### config.mk
export PLATFORM = sky130hd
export DESIGN_NAME = phi0_clock_monitor
export DESIGN_NICKNAME = d
export VERILOG_FILES = /design/src/rtl/clock_mon_pkg.sv /design/src/rtl/phi0_clock_monitor_sync_edge.sv /design/src/rtl/phi0_clock_monitor.sv
export SDC_FILE = /design/constraint.sdc
export NUM_CORES = 1
export LEC_CHECK = 0
export BUFFER_PORTS_ARGS = -buffer_cell sky130_fd_sc_hd__buf_4
export CAP_MARGIN = 20
export CORE_AREA = 4 4 88 90
export DETAILED_ROUTE_END_ITERATION = 6
export DIE_AREA = 0 0 92 94
export PLACE_DENSITY = 0.49
export SYNTH_ARGS = -nofsm -noshare
export SYNTH_HDL_FRONTEND = slang
export SYNTH_SLANG_ARGS = --single-unit
### constraint.sdc
create_clock -name inClk -period 2.8 [get_ports inClk]
set_clock_uncertainty 0.05 [all_clocks]
set_input_delay 0.14 -clock inClk [delete_from_list [all_inputs] [get_ports inClk]]
set_output_delay 0.14 -clock inClk [all_outputs]
set_load 0.01 [all_outputs]
### src/rtl/clock_mon_pkg.sv
// Shared types and default constants for the divided-clock monitor.
package clock_mon_pkg;

  typedef enum logic [1:0] {
    IDLE    = 2'd0,
    MEASURE = 2'd1,
    LOCKED  = 2'd2
  } mon_state_e;

  localparam int CNT_W_DEF      = 10;
  localparam int EXP_PERIOD_DEF = 128;
  localparam int TOL_DEF        = 2;
  localparam int LOCK_COUNT_DEF = 4;

endpackage

### src/rtl/phi0_clock_monitor_sync_edge.sv
// Three-flop synchronizer for an asynchronous clock-like input, with
// registered one-cycle rise/fall strobes. edge_rise is the unregistered
// rise condition so a consumer can act in the same cycle the strobe is set up.
module sync_edge (
  input  logic clkin,
  input  logic RST_n,
  input  logic din,
  output logic edge_rise,
  output logic rise,
  output logic fall
);

  logic s1, s2, s3;

  assign edge_rise = s2 & ~s3;

  // Synchronizer chain plus registered edge strobes.
  always_ff @(posedge clkin) begin
    if (!RST_n) begin
      s1   <= 1'b0;
      s2   <= 1'b0;
      s3   <= 1'b0;
      rise <= 1'b0;
      fall <= 1'b0;
    end else begin
      s1   <= din;
      s2   <= s1;
      s3   <= s2;
      rise <= s2 & ~s3;
      fall <= ~s2 & s3;
    end
  end

endmodule

### src/rtl/phi0_clock_monitor.sv
// Divided-clock monitor: measures phiIn period in inClk cycles and flags lock
// once LOCK_COUNT consecutive periods fall inside EXP_PERIOD +/- TOL.
module phi0_clock_monitor
  import clock_mon_pkg::*;
#(
  parameter int CNT_W      = CNT_W_DEF,
  parameter int EXP_PERIOD = EXP_PERIOD_DEF,
  parameter int TOL        = TOL_DEF,
  parameter int LOCK_COUNT = LOCK_COUNT_DEF
) (
  input  logic             inClk,
  input  logic             RST_n,
  input  logic             phiIn,
  output logic             phiRise,
  output logic             phiFall,
  output logic [CNT_W-1:0] period,
  output logic             periodValid,
  output logic             locked,
  output logic             lockErr
);

  localparam logic [CNT_W-1:0] MAX  = '1;
  localparam int               MW   = $clog2(LOCK_COUNT + 1);
  localparam logic [MW-1:0]    LCNT = MW'(LOCK_COUNT);
  localparam int               LO   = EXP_PERIOD - TOL;
  localparam int               HI   = EXP_PERIOD + TOL;

  mon_state_e       state, state_nxt;
  logic [CNT_W-1:0] cnt;
  logic [CNT_W:0]   cnt_inc;
  logic [CNT_W-1:0] meas;
  logic [MW-1:0]    mcnt, mcnt_nxt;
  logic [CNT_W-1:0] per_nxt;
  logic             pv_nxt, err_nxt;
  logic             edge_rise, match, timeout;

  sync_edge u_sync (
    .clkin     (inClk),
    .RST_n     (RST_n),
    .din       (phiIn),
    .edge_rise (edge_rise),
    .rise      (phiRise),
    .fall      (phiFall)
  );

  // A saturated counter reports MAX, which can never count as a match even
  // if the tolerance window were to reach it.
  assign cnt_inc = {1'b0, cnt} + 1'b1;
  assign meas    = (cnt == MAX) ? MAX : cnt_inc[CNT_W-1:0];
  assign match   = (int'(meas) >= LO) && (int'(meas) <= HI) && (meas != MAX);
  // A rise in the saturating cycle wins over the timeout.
  assign timeout = (cnt == MAX) && !edge_rise;

  // Period counter: restarts on each synchronized rise, saturates at MAX.
  always_ff @(posedge inClk) begin
    if (!RST_n)         cnt <= '0;
    else if (edge_rise) cnt <= '0;
    else if (cnt != MAX) cnt <= cnt_inc[CNT_W-1:0];
  end

  // Next-state and next-output decode for the lock FSM.
  always_comb begin
    state_nxt = state;
    mcnt_nxt  = mcnt;
    per_nxt   = period;
    pv_nxt    = 1'b0;
    err_nxt   = 1'b0;
    case (state)
      IDLE: begin
        if (edge_rise) begin
          state_nxt = MEASURE;
          mcnt_nxt  = '0;
        end
      end
      MEASURE: begin
        if (edge_rise) begin
          pv_nxt  = 1'b1;
          per_nxt = meas;
          if (!match) begin
            mcnt_nxt = '0;
          end else if (mcnt == LCNT - 1'b1) begin
            mcnt_nxt  = LCNT;
            state_nxt = LOCKED;
          end else begin
            mcnt_nxt = mcnt + 1'b1;
          end
        end else if (timeout) begin
          state_nxt = IDLE;
          mcnt_nxt  = '0;
        end
      end
      LOCKED: begin
        if (edge_rise) begin
          pv_nxt  = 1'b1;
          per_nxt = meas;
          if (!match) begin
            state_nxt = MEASURE;
            mcnt_nxt  = '0;
            err_nxt   = 1'b1;
          end
        end else if (timeout) begin
          state_nxt = IDLE;
          mcnt_nxt  = '0;
          err_nxt   = 1'b1;
        end
      end
      default: begin
        state_nxt = IDLE;
        mcnt_nxt  = '0;
      end
    endcase
  end

  // State and registered outputs; locked tracks the state being entered.
  always_ff @(posedge inClk) begin
    if (!RST_n) begin
      state       <= IDLE;
      mcnt        <= '0;
      period      <= '0;
      periodValid <= 1'b0;
      locked      <= 1'b0;
      lockErr     <= 1'b0;
    end else begin
      state       <= state_nxt;
      mcnt        <= mcnt_nxt;
      period      <= per_nxt;
      periodValid <= pv_nxt;
      locked      <= (state_nxt == LOCKED);
      lockErr     <= err_nxt;
    end
  end

endmodule

==> results.toml, run 1 <==
[logic_synthesis]
synth_area_sq_um = 1710
synth-edff-count = 0
synth_warnings = 0
synth_seq_area_share = 0.385
async_flop_share = 0
synth-seq-cells = 33
synth_cell_types = 47
syn_avg_cell_area_sq_um = 9.12
synthesis.nets = 198
syn_inst = 188
synth-main-ff-cell = "dfxtp_1"

[cells_and_area]
layout-drive-gt1-share = 0.206
multiInputGateArea_sq_um = 983
fin_area_sq_um = 2030
nets = 218
fill_cells = 787
antenna_cells = 0
syn2layout_area_growth_pct = 18.6
regArea_sq_um = 661
most-common-layout-cells = "dfxtp_1, nand2_1, nor2_1"
final_common_cell = "dfxtp_1"

[pwr]
p_sw_frac = 0.255
switchingPower_uw = 230
power.density_nw_per_um2 = 444
power_frac_clock = 0.399
vdd_drop_max_mv = 0.236
p_int_uw = 672
seqPwrFrac = 0.536
combPwrFrac = 0.064
p_leak_nw = 0.829

[global_route]
overflow = 0
grt_usage = 0.0947
grt_pass1_vias = 1316
antenna_found_initial = 0
grt_pass1_wl_mm = 6.48
grt_max_degree = 22

[die]
coreArea_sq_um = 7060
die-area_sq_um = 8650
row_count = 31
io_pins = 18
initial_core_util = 0.243
chipHeight_um = 94
dieWidth_um = 92

[placement]
hpwl_mm = 2.74
routabilityCongestion = 0.874
postPlaceCellArea_sq_um = 1940
portBuffers = 17

[timing]
setup_viol = 0
timing.fmax_mhz = 452
fin_crit_sh = 0.790
tightest_slew_ns = 0.406
min_period_ns = 2.21
slew_headroom = 0.730
rsz0062_at_grt = "false"
slew_viol_final = 0
setup-tns-final_ns = 0
holdWs_ns = 0.147
finalHoldViolations = 0

[setup_path]
r2r-end = "mcnt[0]$_SDFFE_PN0P_"
endpoint_kind = "flop"
crit_path_max_incr_delay_ns = 0.41
critical_path.cell_chain = "ha_1, nand2_1, nor3_2, mux2_2, nor2_8, nand3_4, o41ai_2"
worstPathArrival_ns = 2.36
cp-start-kind = "flop"
cp.depth = 7
crit_buf_inv = 0
r2r_cells = 7
rr_startpoint = "cnt[0]$_SDFFE_PP0N_"
cp_top_family = "simple AND/OR/NAND/NOR gates"
worstPathMaxFanout = 7
cp_slowest_cell = "mux2_2"
crit_start = "cnt[0]$_SDFFE_PP0N_"
crit_type = "reg2reg"
crit_required_ns = 2.94
crit_end = "mcnt[0]$_SDFFE_PN0P_"
rrSetupSlack_ns = 0.59

[route]
drc_errors = 0
wire_per_inst_um = 12.2
ant_nets = 0
drt_iter0_markers = 89
vias = 1358
vias_per_cell = 4.41
first_pass_iters = 7
drt_wl_total_mm = 3.75

[min_path]
hp-class = "in2reg"
whs_path_depth = 3

[outcome]
status = "complete, no violations"

[clock_tree]
cts_max_path_buffers = 2
cts_sinks = 33
htree_levels = 2
cts.reportedPaths.clkPinSlew_ns = 0.07
cts_resized = 0
cts_hold_buf = 1
cts_tree = "built"
root_buffer = "clkbuf_8"
post_cts_buffers = 0
clk_latency_ns = 0.28
numCtsBuffers = 5

[job]
maxCapViolCount = 0
cell families after synthesis:
family          share of synthesized area
mux                                0.0270
fa+ha+maj                          0.0511
xor+xnor                           0.0204
buf+inv                            0.0409
simple gates                        0.305
flops                               0.385
compound gates                      0.170
power groups by stage:
stage / registers, mW / clock network, mW / logic [mW]
2_1_floorplan: 0.494 / 0 / 0.0422
3_3_place_gp: 0.494 / 0 / 0.0586
3_5_place_dp: 0.495 / 0 / 0.0577
4_1_cts: 0.483 / 0.379 / 0.0590
5_1_grt: 0.484 / 0.398 / 0.0656
6_report: 0.484 / 0.360 / 0.0581
cell type report:
| type | instances | area share |
|---|---|---|
| tap | 99 | 0.0609 |
| sequential | 33 | 0.325 |
| inverter | 7 | 0.0129 |
| multi-input combinational | 141 | 0.484 |
| clock inverter | 3 | 0.00862 |
| clock buffer | 5 | 0.0338 |
| timing repair buffer | 20 | 0.0751 |
cell usage after synthesis (all sizes together), types with 5 or more instances:
cell type | instances | area share
a31oi | 7 | 0.034
o21ai | 7 | 0.020
ha | 7 | 0.051
inv | 7 | 0.015
dfxtp | 33 | 0.39
o211a | 5 | 0.029
nand4 | 5 | 0.027
nor2 | 22 | 0.058
nor3 | 6 | 0.023
nand3 | 6 | 0.028
and2 | 10 | 0.036
a21oi | 7 | 0.023
nand2 | 22 | 0.048
metrics by stage:
| stage | instances | setup WS, ns | utilization | power, mW |
|---|---|---|---|---|
| 2_1_floorplan | 188 | 0.795 | - | 0.536 |
| 3_3_place_gp | 299 | 0.672 | 0.274 | 0.553 |
| 3_5_place_dp | 299 | 0.600 | 0.274 | 0.552 |
| 4_1_cts | 308 | 0.568 | 0.288 | 0.922 |
| 5_1_grt | 308 | 0.361 | 0.288 | 0.948 |
| 6_report | 308 | 0.588 | 0.288 | 0.902 |
per-layer routing:
metal | wire length [um] | up-vias | GRT usage | part of all wire
li1 | - | 705 | - | -
met1 | 1830 | 623 | 0.123 | 0.49
met2 | 1740 | 26 | 0.145 | 0.46
met3 | 125 | 4 | 0.0248 | 0.033
met4 | 53 | 0 | 0.0483 | 0.014
met5 | 0 | - | 0 | 0
sequential cells by signal (all words and copies together) (netlist names):
register	flops
cnt	10
u_sync.s3	1
u_sync.s1	1
u_sync.fall	1
period	10
lockErr	1
periodValid	1
u_sync.rise	1
locked	1
mcnt	3
u_sync.s2	1
state	2
worst min-delay path, cell delays in order:
cell and delay (ns):
buf_4 0.18, nand2_1 0.08, nor2_1 0.03
how the worst min path moves through the flow:
| stage | startpoint | end | slack (ns) |
|---|---|---|---|
| 2_1_floorplan | phiIn | u_sync.s1$_SDFF_PN0_ | 0.22 |
| 3_3_place_gp | phiIn | u_sync.s1$_SDFF_PN0_ | 0.30 |
| 3_5_place_dp | phiIn | u_sync.s1$_SDFF_PN0_ | 0.30 |
| 4_1_cts | RST_n | u_sync.fall$_SDFF_PN0_ | 0.15 |
| 5_1_grt | RST_n | u_sync.fall$_SDFF_PN0_ | 0.17 |
| 6_report | RST_n | u_sync.fall$_SDFF_PN0_ | 0.15 |
Power figures use the tool's default switching activity.
==> run 2: changes to the inputs <==
--- a/config.mk
+++ b/config.mk
@@ -10,7 +10,7 @@
 export CORE_AREA = 4 4 88 90
 export DETAILED_ROUTE_END_ITERATION = 6
 export DIE_AREA = 0 0 92 94
-export PLACE_DENSITY = 0.49
+export PLACE_DENSITY = 0.5
 export SYNTH_ARGS = -nofsm -noshare
 export SYNTH_HDL_FRONTEND = slang
 export SYNTH_SLANG_ARGS = --single-unit
==> constraint.sdc (replaced) <==
create_clock -name inClk -period 1.8 [get_ports inClk]
set_clock_uncertainty 0.05 [all_clocks]
set_input_delay 0.09 -clock inClk [delete_from_list [all_inputs] [get_ports inClk]]
set_output_delay 0.09 -clock inClk [all_outputs]
set_load 0.01 [all_outputs]
==> run 2 against run 1 <==
Effect of this change: the flow now finishes with violations (negative setup slack); largest power group unchanged; critical path depth did not move; non-clock buffer count rose by 27; design area rose by 14%; die area did not move; sequential power rose by 56%; worst setup slack got worse by 0.72 ns; largest cell class unchanged; hold slack got worse by 0.039 ns.
==> results.toml, run 2 (synthesized netlist as in run 1, its figures left out) <==
[cells_and_area]
antenna_cells = 0
most-common-layout-cells = "buf_4, dfxtp_1, nand2_1, nor2_1, and2_1"
nets = 245
multiInputGateArea_sq_um = 1050
final_common_cell = "buf_4"
syn2layout_area_growth_pct = 35.1
layout-drive-gt1-share = 0.349
regArea_sq_um = 668
fill_cells = 768
final_cells = 334
largestRegisters = "cnt: 10 flops, period: 10 flops, mcnt: 3 flops"

[pwr]
power_frac_clock = 0.397
switchingPower_uw = 349
p_sw_frac = 0.241
seqPwrFrac = 0.520
vdd_drop_max_mv = 0.403
power.density_nw_per_um2 = 626
p_int_mw = 1.10
combPwrFrac = 0.083
p_leak_nw = 1.01

[die]
row_count = 31
io_pins = 18
die-area_sq_um = 8650
chipHeight_um = 94
coreArea_sq_um = 7060
initial_core_util = 0.243
dieWidth_um = 92

[timing]
tightest_slew_ns = 0.344
final.setup.worst_slack_ns = -0.129
timing.fmax_mhz = 518
finalHoldViolations = 0
setup_viol = 6
rsz0062_at_grt = "true"
fin_crit_sh = 1.07
min_period_ns = 1.93
slew_viol_final = 0
setup-tns-final_ns = -0.575
slew_headroom = 0.770

[route]
ant_nets = 0
first_pass_iters = 7
drc_errors = 0
wire_per_inst_um = 12.1
drt_iter0_markers = 60
vias_per_cell = 4.46
drt_wl_total_mm = 4.04
vias = 1491

[global_route]
antenna_found_initial = 0
grt_pass1_wl_mm = 6.91
overflow = 0
met2_usage = 0.159
gr-usage-met3 = 0.0216
grt_max_degree = 22
gr-max-usage-layer = "met2"
grt_usage = 0.0984
grt_util_met1 = 0.128
grt_pass1_vias = 1478

[setup_path]
cp-start-kind = "flop"
worstPathArrival_ns = 2.08
crit_required_ns = 1.95
r2r_cells = 7
crit_type = "reg2reg"
endpoint_kind = "flop"
worstPathMaxFanout = 7

[placement]
portBuffers = 17
routabilityCongestion = 0.809
hpwl_mm = 3.00
dp.cells = 324
pre_cts_ws_ns = -0.116

[clock_tree]
cts_tree = "built"
cts_max_path_buffers = 2
numCtsBuffers = 5
cts_sinks = 33
cts.reportedPaths.clkPinSlew_ns = 0.07
clk_latency_ns = 0.28
root_buffer = "clkbuf_8"
htree_levels = 2

[outcome]
status = "finished, violations left"
violations = "negative setup slack"

[min_path]
hp-class = "in2reg"
whs_path_depth = 3

[job]
maxCapViolCount = 0
[run 2: through the flow]
stage	instance area (sq um)	hold slack [ns]	total power [mW]	utilization
after detailed placement	2150	0.253	0.884	0.304
after global routing	2320	0.119	1.52	0.328
after global placement	2150	0.251	0.883	0.304
after floorplan	1740	0.167	0.841	-
after CTS	2280	0.103	1.47	0.323
final	2320	0.108	1.45	0.328
[run 2: worst paths after layout]
| path | start | slack, ns | to |
|---|---|---|---|
| worst min register to register | u_sync.s1$_SDFF_PN0_ | 0.38 | u_sync.s2$_SDFF_PN0_ |
| worst max-delay path | cnt[1]$_SDFFE_PP0N_ | -0.13 | mcnt[2]$_SDFFE_PN0P_ |
| worst min-delay path | RST_n | 0.11 | u_sync.fall$_SDFF_PN0_ |
| worst max register to register | cnt[1]$_SDFFE_PP0N_ | -0.13 | mcnt[2]$_SDFFE_PN0P_ |
[run 2: routing by layer]
metal / share of wire / routed length [um]
met2: 0.46 / 1870
met4: 0.016 / 63
met5: 0 / 0
met1: 0.48 / 1960
met3: 0.038 / 153
[run 2: area by class of cell]
cell class / instances / share of cell area
multi-input combinational: 141 / 0.454
sequential: 33 / 0.288
timing repair buffer: 47 / 0.153
tap: 99 / 0.0535
clock buffer: 6 / 0.0357
inverter: 7 / 0.0113
clock inverter: 1 / 0.00324
[run 2: power groups by stage]
stage	Combinational (mW)	Clock, mW	Sequential [mW]
after global placement	0.113	0	0.770
after floorplan	0.0697	0	0.771
after CTS	0.119	0.601	0.753
after detailed placement	0.113	0	0.771
final	0.120	0.576	0.754
after global routing	0.130	0.633	0.755
[run 2: worst max-delay path: stages, from the launching register on]
cell and delay (ns):
dfxtp_4 0.36, ha_4 0.18, nor4b_4 0.20, mux2i_1 0.10
a222oi_1 0.34, mux2_4 0.29, nand3_4 0.09, o31ai_1 0.23
[run 2: repair_timing]
item | in CTS | in global routing
endpoints found under the hold margin | 1 | 0
gates cloned | 0 | 0
endpoints found under the setup margin | 7 | 16
resized for setup | 7 | 8
setup buffers | 2 | 0
hold buffers | 1 | 0
pin swaps | 5 | 4
==> run 3: changes to the inputs <==
--- a/config.mk
+++ b/config.mk
@@ -10,7 +10,7 @@
 export CORE_AREA = 4 4 88 90
 export DETAILED_ROUTE_END_ITERATION = 6
 export DIE_AREA = 0 0 92 94
-export PLACE_DENSITY = 0.5
+export PLACE_DENSITY = 0.49
 export SYNTH_ARGS = -nofsm -noshare
 export SYNTH_HDL_FRONTEND = slang
 export SYNTH_SLANG_ARGS = --single-unit
==> constraint.sdc (replaced) <==
create_clock -name inClk -period 1.9 [get_ports inClk]
set_clock_uncertainty 0.05 [all_clocks]
set_input_delay 0.095 -clock inClk [delete_from_list [all_inputs] [get_ports inClk]]
set_output_delay 0.095 -clock inClk [all_outputs]
set_load 0.01 [all_outputs]
==> run 3 against run 2 <==
Effect of this change: the run now ends clean; clock power grew 21%; power rose by 5.0%; die area unchanged; design area increased by 0.38%; largest cell class unchanged; highest routed layer unchanged.
==> results.toml, run 3 (synthesized netlist as in run 1, its figures left out) <==
[cells_and_area]
antenna_cells = 0
most-common-layout-cells = "buf_4, dfxtp_1, nand2_1, nor2_1, and2_1"
syn2layout_area_growth_pct = 35.6
largestRegisters = "cnt: 10 flops, period: 10 flops, mcnt: 3 flops"
nets = 242
final_common_cell = "buf_4"
layout-drive-gt1-share = 0.356

[setup_path]
crit_buf_inv = 0
endpoint_kind = "flop"
cp_top_family = "compound AO/OA/AOI/OAI gates"
crit_start = "cnt[0]$_SDFFE_PP0N_"
cp-start-kind = "flop"
crit_type = "reg2reg"
worstPathMaxFanout = 7
crit_path_max_incr_delay_ns = 0.36
crit_required_ns = 2.04
rr_startpoint = "cnt[0]$_SDFFE_PP0N_"
critical_path.cell_chain = "ha_4, nor4b_2, mux2i_1, a222oi_1, mux2_4, nand3_4, o31ai_2"
cp_slowest_cell = "dfxtp_4"
worstPathArrival_ns = 2.04

[route]
vias_per_cell = 4.54
drt_iter0_markers = 72
ant_nets = 0
drc_errors = 0
wire_per_inst_um = 12.3
drt_wl_total_mm = 4.09
first_pass_iters = 7
vias = 1506

[timing]
rsz0062_at_grt = "true"
fin_crit_sh = 0.997
slew_viol_final = 0
min_period_ns = 1.89
tightest_slew_ns = 0.383
holdWs_ns = 0.113
setup_viol = 0
slew_headroom = 0.744
timing.fmax_mhz = 528
finalHoldViolations = 0

[min_path]
hp-class = "in2reg"
min-delay-start = "RST_n"

[clock_tree]
htree_levels = 2
numCtsBuffers = 5
cts_tree = "built"
cts.reportedPaths.clkPinSlew_ns = 0.07
cts_max_path_buffers = 2
root_buffer = "clkbuf_8"
cts_sinks = 33
clk_latency_ns = 0.28

[die]
coreArea_sq_um = 7060
io_pins = 18
chipHeight_um = 94
initial_core_util = 0.243
dieWidth_um = 92
die-area_sq_um = 8650
row_count = 31

[global_route]
antenna_found_initial = 0
grt_pass1_wl_mm = 6.74
grt_max_degree = 22
grt_usage = 0.0972
overflow = 0
grt_pass1_vias = 1418

[pwr]
total_power_mw = 1.52
p_leak_nw = 0.997
vdd_drop_max_mv = 0.509
power.density_nw_per_um2 = 655

[outcome]
status = "complete, no violations"

[placement]
portBuffers = 17
hpwl_mm = 2.98
routabilityCongestion = 0.841

[job]
maxCapViolCount = 0
run 3: area by class of cell:
cell class	count	area [sq um]
well taps	99	124
clock buffers	6	82.6
inverters	7	26.3
fillers	778	4730
repair buffers	44	333
clock inverters	2	37.5
multi-input cells	141	1050
flip-flops and latches	33	672
run 3: worst reg2reg max path, stage by stage (launching register included):
cell,delay (ns)
dfxtp_4,0.36
ha_4,0.18
nor4b_2,0.20
mux2i_1,0.10
a222oi_1,0.32
mux2_4,0.29
nand3_4,0.10
o31ai_2,0.22
run 3: stage by stage:
stage	instance area, sq um	util	worst slack [ns]	std cells	TNS (ns)
2_1_floorplan	1720	-	0.00551	188	0
5_1_grt	2320	0.329	-0.0432	332	-0.180
3_3_place_gp	2100	0.298	-0.0338	320	-0.0813
6_report	2320	0.329	0.00542	332	0
3_5_place_dp	2100	0.298	-0.0682	320	-0.215
4_1_cts	2280	0.323	0.000641	331	0
run 3: what timing repair did:
action | 4_1_cts | 5_1_grt
resized for setup | 9 | 10
buffers inserted | 2 | 1
hold buffers | 1 | 0
setup endpoints to repair | 6 | 6
pin swaps | 3 | 5
endpoints found under the hold margin | 1 | 0
run 3: where the power goes:
| part | internal, mW | switching (mW) | leakage, nW | total, mW |
|---|---|---|---|---|
| registers | 0.703 | 0.0107 | 0.270 | 0.714 |
| clock network | 0.427 | 0.270 | 0.0574 | 0.697 |
| logic | 0.0528 | 0.0596 | 0.669 | 0.112 |
| total | 1.18 | 0.340 | 0.997 | 1.52 |
run 3: final timing paths:
kind,slack (ns),cells past startpoint,endpoint
min,0.11,3,u_sync.fall$_SDFF_PN0_
max,0.005,7,mcnt[2]$_SDFFE_PN0P_
max reg2reg,0.005,7,mcnt[2]$_SDFFE_PN0P_
min reg2reg,0.39,1,u_sync.s2$_SDFF_PN0_
run 3: metal layers:
layer	vias to the layer above	global-route usage	routed length, um
li1	757	-	-
met1	699	0.129	2010
met2	42	0.151	1850
met3	8	0.0232	160
met4	0	0.0396	76
met5	-	0	0
